<file path="src/rtl/fp_expander_if.sv">
// Handshake bus for fp_expander: {s, e, f} input channel and d output channel.
interface fp_expander_if;
   logic        in_valid;
   logic        in_ready;
   logic        s;
   logic [2:0]  e;
   logic [3:0]  f;
   logic        out_valid;
   logic        out_ready;
   logic [11:0] d;
   logic        busy;

   // Upstream/downstream side (drives inputs, observes results)
   modport master (
      output in_valid, s, e, f, out_ready,
      input  in_ready, out_valid, d, busy
   );

   // Converter side
   modport slave (
      input  in_valid, s, e, f, out_ready,
      output in_ready, out_valid, d, busy
   );
endinterface

</file>
<file path="src/rtl/fp_expander.sv">
// Sequential expander: {s, e[2:0], f[3:0]} -> 12-bit two's-complement (-1)^s * f * 2^e,
// one shift per cycle behind valid/ready handshakes.
module fp_expander (
   input  logic          clk,
   input  logic          rst_n,
   fp_expander_if.slave  bus
);

   localparam int unsigned D_W = 12;
   localparam int unsigned E_W = 3;
   localparam int unsigned F_W = 4;

   typedef enum logic [1:0] {
      ST_IDLE  = 2'd0,
      ST_SHIFT = 2'd1,
      ST_OUT   = 2'd2
   } state_e;

   state_e           state_q, state_d;
   logic [E_W-1:0]   cnt_q, cnt_d;
   logic [D_W-1:0]   mag_q, mag_d;
   logic             sgn_q, sgn_d;
   logic [D_W-1:0]   d_q, d_d;
   logic             in_ready_q, in_ready_d;
   logic             out_valid_q, out_valid_d;
   logic             busy_q, busy_d;

   // Next-state, datapath and registered-output decode
   always_comb begin
      state_d = state_q;
      cnt_d   = cnt_q;
      mag_d   = mag_q;
      sgn_d   = sgn_q;
      d_d     = d_q;

      case (state_q)
         ST_IDLE: begin
            if (bus.in_valid && in_ready_q) begin
               sgn_d   = bus.s;
               cnt_d   = bus.e;
               mag_d   = {(D_W - F_W)'(0), bus.f};
               state_d = ST_SHIFT;
            end
         end
         ST_SHIFT: begin
            if (cnt_q != '0) begin
               mag_d = mag_q << 1;
               cnt_d = cnt_q - E_W'(1);
            end else begin
               // Negate for negative sign; -0 naturally yields 0
               d_d     = sgn_q ? (~mag_q + D_W'(1)) : mag_q;
               state_d = ST_OUT;
            end
         end
         ST_OUT: begin
            if (bus.out_ready && out_valid_q) begin
               state_d = ST_IDLE;
            end
         end
         default: state_d = ST_IDLE;
      endcase

      in_ready_d  = (state_d == ST_IDLE);
      out_valid_d = (state_d == ST_OUT);
      busy_d      = (state_d != ST_IDLE);
   end

   // State and output registers; reset discards any transaction in flight
   always_ff @(posedge clk or negedge rst_n) begin
      if (!rst_n) begin
         state_q     <= ST_IDLE;
         cnt_q       <= '0;
         mag_q       <= '0;
         sgn_q       <= 1'b0;
         d_q         <= '0;
         in_ready_q  <= 1'b1;
         out_valid_q <= 1'b0;
         busy_q      <= 1'b0;
      end else begin
         state_q     <= state_d;
         cnt_q       <= cnt_d;
         mag_q       <= mag_d;
         sgn_q       <= sgn_d;
         d_q         <= d_d;
         in_ready_q  <= in_ready_d;
         out_valid_q <= out_valid_d;
         busy_q      <= busy_d;
      end
   end

   assign bus.in_ready  = in_ready_q;
   assign bus.out_valid = out_valid_q;
   assign bus.d         = d_q;
   assign bus.busy      = busy_q;

endmodule

</file>
<file path="src/flat_wrapper.sv">
// flat-port wrapper written by rule: the top's interface ports become plain ports
module fp_expander_flat 
  (clk, rst_n, bus_in_valid, bus_s, bus_e, bus_f, bus_out_ready, bus_in_ready, bus_out_valid, bus_d, bus_busy);
  fp_expander_if bus_i ();
  input  logic clk;
  input  logic rst_n;
  input wire logic [$bits(bus_i.in_valid)-1:0] bus_in_valid;
  input wire logic [$bits(bus_i.s)-1:0] bus_s;
  input wire logic [$bits(bus_i.e)-1:0] bus_e;
  input wire logic [$bits(bus_i.f)-1:0] bus_f;
  input wire logic [$bits(bus_i.out_ready)-1:0] bus_out_ready;
  output wire logic [$bits(bus_i.in_ready)-1:0] bus_in_ready;
  output wire logic [$bits(bus_i.out_valid)-1:0] bus_out_valid;
  output wire logic [$bits(bus_i.d)-1:0] bus_d;
  output wire logic [$bits(bus_i.busy)-1:0] bus_busy;
  assign bus_i.in_valid = bus_in_valid;
  assign bus_i.s = bus_s;
  assign bus_i.e = bus_e;
  assign bus_i.f = bus_f;
  assign bus_i.out_ready = bus_out_ready;
  assign bus_in_ready = bus_i.in_ready;
  assign bus_out_valid = bus_i.out_valid;
  assign bus_d = bus_i.d;
  assign bus_busy = bus_i.busy;
  fp_expander u_core (.clk(clk), .rst_n(rst_n), .bus(bus_i));
endmodule
</file>
<file path="config.mk">
export PLATFORM = sky130hd
export DESIGN_NAME = fp_expander_flat
export DESIGN_NICKNAME = d
export VERILOG_FILES = /design/src/rtl/fp_expander_if.sv /design/src/rtl/fp_expander.sv /design/src/flat_wrapper.sv
export SDC_FILE = /design/constraint.sdc
export NUM_CORES = 1
export LEC_CHECK = 0
export ABC_CLOCK_PERIOD_IN_PS = 1500
export CORE_ASPECT_RATIO = 1.2
export CORE_MARGIN = 1
export CORE_UTILIZATION = 47
export CTS_CLUSTER_SIZE = 25
export DETAILED_ROUTE_END_ITERATION = 8
export PLACE_DENSITY_LB_ADDON = 0.2
export SYNTH_ARGS = -nofsm -noshare
export SYNTH_HDL_FRONTEND = slang
export SYNTH_SLANG_ARGS = --single-unit
</file>
<file path="constraint.sdc">
create_clock -name clk -period 1.5 [get_ports clk]
set_clock_uncertainty 0.05 [all_clocks]
set_input_delay 0.375 -clock clk [delete_from_list [all_inputs] [get_ports clk]]
set_output_delay 0.375 -clock clk [all_outputs]
set_load 0.02 [all_outputs]
</file>
==> impl_results.md <==
* Status: finished, violations left
* Failing checks: negative setup slack
* Post-DP Area at 2030 sq um
* Flop pwr share at 30.1%
* Post-DRT Antenna Nets at 0
* Most common cell in the netlist: nand2_1
* Clk buf depth at 2
* Yosys reg bits at 33
* Mapped Avg Cell Area at 9.31 sq um
* Half-perimeter wire length after placement at 2.50 mm
* Top FF cell, synth: dfrtp_1
* Post-layout util at 72.1%
* H-tree Lvls at 2
* First-pass GRT wire length at 5.66 mm
* GPL Wtd Cong at 0.843
* I/O pins at 27
* Start of the worst register-to-register path: u_core.cnt_q[0]
* Internal Power at 2.94 mW
* Max-slew headroom at 72.0%
* Core area at 3110 sq um
* Total chip power at 5.15 mW
* R2r endpoint: u_core.cnt_q[0]
* PD cells at 2300 nW/um^2
* Num rows at 22
* Area growth syn-to-layout at 42.6%
* Worst hold slack at 0.319 ns
* Sequential-to-total area share from yosys stat at 52.6%
* Final Hold Viols at 0
* Area contributors post-synth: dfrtp_1 (51%), nand2_1 (7.9%), o21ai_0 (7.0%), xnor2_1 (4.5%), nor2_1 (2.9%)
* Pre-CTS worst setup slack at -0.266 ns
* Critical Path End Type: flop
* Syn nets at 184
* Clk root buf: clkbuf_4
* Fin Setup TNS at -1.84 ns
* Number of synthesized flops with an enable pin at 0
* NetSw at 2.21 mW
* Routed vias at 1349
* Crit path largest cell delay at 0.38 ns
* Slowest cell on the critical path: dfrtp_1
* Dpl cells at 243
* Sink Count at 33
* Gate power share at 60.9%
* Synth cell count leaders: nand2_1 (33), dfrtp_1 (32), o21ai_0 (22), nor2_1 (12), inv_1 (10)
* Worst Slack Setup Final at -0.177 ns
* FF-to-FF path depth at 7
* GRT overflow at 0
* YS warnings at 0
* CTS tree: yes
* Vias in the first global route at 1342
* Tmin final at 1.68 ns
* Max-Cap Viols at 0
* CTS Buf Count at 5
* Fin cells at 256
* DR pass1 iterations at 4
* Worst R2R Setup Slack at -0.18 ns
* Clock transition at path regs at 0.10 ns
* CP delay by family, top: simple AND/OR/NAND/NOR gates
* Worst Max-Slew Pin Slew at 0.415 ns
* Synth area leader: dfrtp_1
* Ant diodes at 0
* Mapped Area at 1570 sq um
* Critical-path maximum fanout at 5
* Slew Limit Fails at 0
* Fin area at 2240 sq um
* Critical path required time at 1.71 ns
* Clk network pwr share at 9.0%
* Crit path top cell by count: ha_4
* Hold Crit Class: input pin to async pin
* Setup CP Type: flop to flop
* Final period util at 112%
* Die W at 54.8 microns
* Sw Share at 42.9%
* Startpoint types: flop
* Unrepaired setup endpoints after global routing: true
* Routed length per instance at 14.0 microns
* Share of cells above drive strength 1 at 25.0%
* Worst IR Drop VDD at 0.00208 V
* Die area at 3580 sq um
* Via/cell ratio at 5.27
* Gr usage total at 22.6%
* Worst EP arrival at 1.89 ns
* Initial core utilization at 50.6%
* Final net count at 234
* Largest net degree at the start of global routing at 23
* Height of the die at 65.4 microns
* # DRC at 0
* Starting DRT DRC Count at 52
* # setup viols final at 25
* Synth cell types at 30
* Critical path, cell by cell: inv_2, ha_4, ha_4, nand2b_4, a21o_4, or3_1, o21ai_1
* Initial antenna violation count at 0
* Total wire length at 3.57 mm
* Skew-Pair Late Insertion Delay at 0.33 ns
* WP buf/inv at 1
* Synth top area share at 50.9%
* Leakage power at 1.02 nW
* Asr flop ratio synth at 100%
* Buffers added on ports at 26
* Fmax at 596 MHz
* Gate Count Post-Synth at 169
[worst max path at each step]
stage	start	to	slack (ns)	cells after the start
3_5_place_dp	bus_in_valid	u_core.mag_q[7]	-0.27	5
4_1_cts	u_core.cnt_q[0]	u_core.cnt_q[2]	-0.13	8
6_report	u_core.cnt_q[0]	u_core.cnt_q[0]	-0.18	7
5_1_grt	u_core.cnt_q[0]	u_core.cnt_q[0]	-0.22	7
2_1_floorplan	u_core.cnt_q[0]	u_core.cnt_q[1]	-0.04	8
3_3_place_gp	bus_in_valid	u_core.mag_q[7]	-0.23	5
[flip-flops by register name, indices dropped and copies added, names as in the netlist]
register / flops
u_core.bus.busy: 1
u_core.mag_q: 12
u_core.cnt_q: 3
u_core.state_q: 2
u_core.sgn_q: 1
u_core.bus.d: 12
u_core.bus.in_ready: 1
u_core.bus.out_valid: 1
[power by group through the flow]
stage | clock [mW] | combinational, mW | sequential (mW)
finish | 0.465 | 3.13 | 1.55
global route | 0.535 | 3.44 | 1.60
CTS | 0.484 | 2.91 | 1.53
detailed placement | 0 | 2.77 | 1.56
global placement | 0 | 2.65 | 1.54
floorplan | 0 | 1.58 | 1.76
[repair_timing]
action	CTS	global route
pin swaps	4	2
hold buffers	0	0
endpoints found under the setup margin	30	42
gates cloned	0	2
setup buffers	2	1
resized for setup	33	33
[layout make-up]
class / instances / area, sq um
clock buffer: 8 / 48.8
fill: 235 / 867
inverter: 10 / 37.5
multi-input combinational: 117 / 771
sequential: 33 / 828
tap: 36 / 45.0
timing repair buffer: 52 / 513
[cells in the final DEF, fill, tap and decap left out, types with 5 or more instances in the layout]
cell	Yosys	routed
a21oi_1	8	6
buf_4	0	20
clkbuf_4	0	5
clkdlybuf4s15_1	0	11
clkdlybuf4s50_1	0	11
dfrtp_1	32	31
inv_1	10	8
nand2_1	33	31
nor2_1	12	12
o21ai_0	22	8
o21ai_1	0	14
xnor2_1	8	8
[kinds of logic (layout without fill, tap and decap cells)]
logic type	Yosys count	in the layout	synth area share, %
and+or+nand+nor	58	58	16.7
AOI/OAI and AO/OA	43	43	15.6
muxes	3	3	1.99
buffers and inverters	19	70	5.17
DFF	33	33	52.6
xor gates and xnor gates	10	10	5.57
adders and majority gates	3	3	2.39
[layer usage]
metal	share of wire, %	wire length, microns	vias up	track usage [%]
met5	0	0	-	0
met2	52	1870	26	37.0
met1	43	1520	650	26.2
li1	-	-	667	-
met4	1.5	55	0	9.29
met3	3.6	127	6	6.94
[worst reg2reg max path, delay by kind of cell, from the launching register on]
kind / cells / cell delay, ns
buffers and inverters: 1 / 0.07
flip-flops: 1 / 0.38
adder cells (fa/ha/maj): 2 / 0.31
AO/OA/AOI/OAI: 2 / 0.34
AND/OR/NAND/NOR: 2 / 0.45
Note: power is estimated with default switching activity, not from simulation.
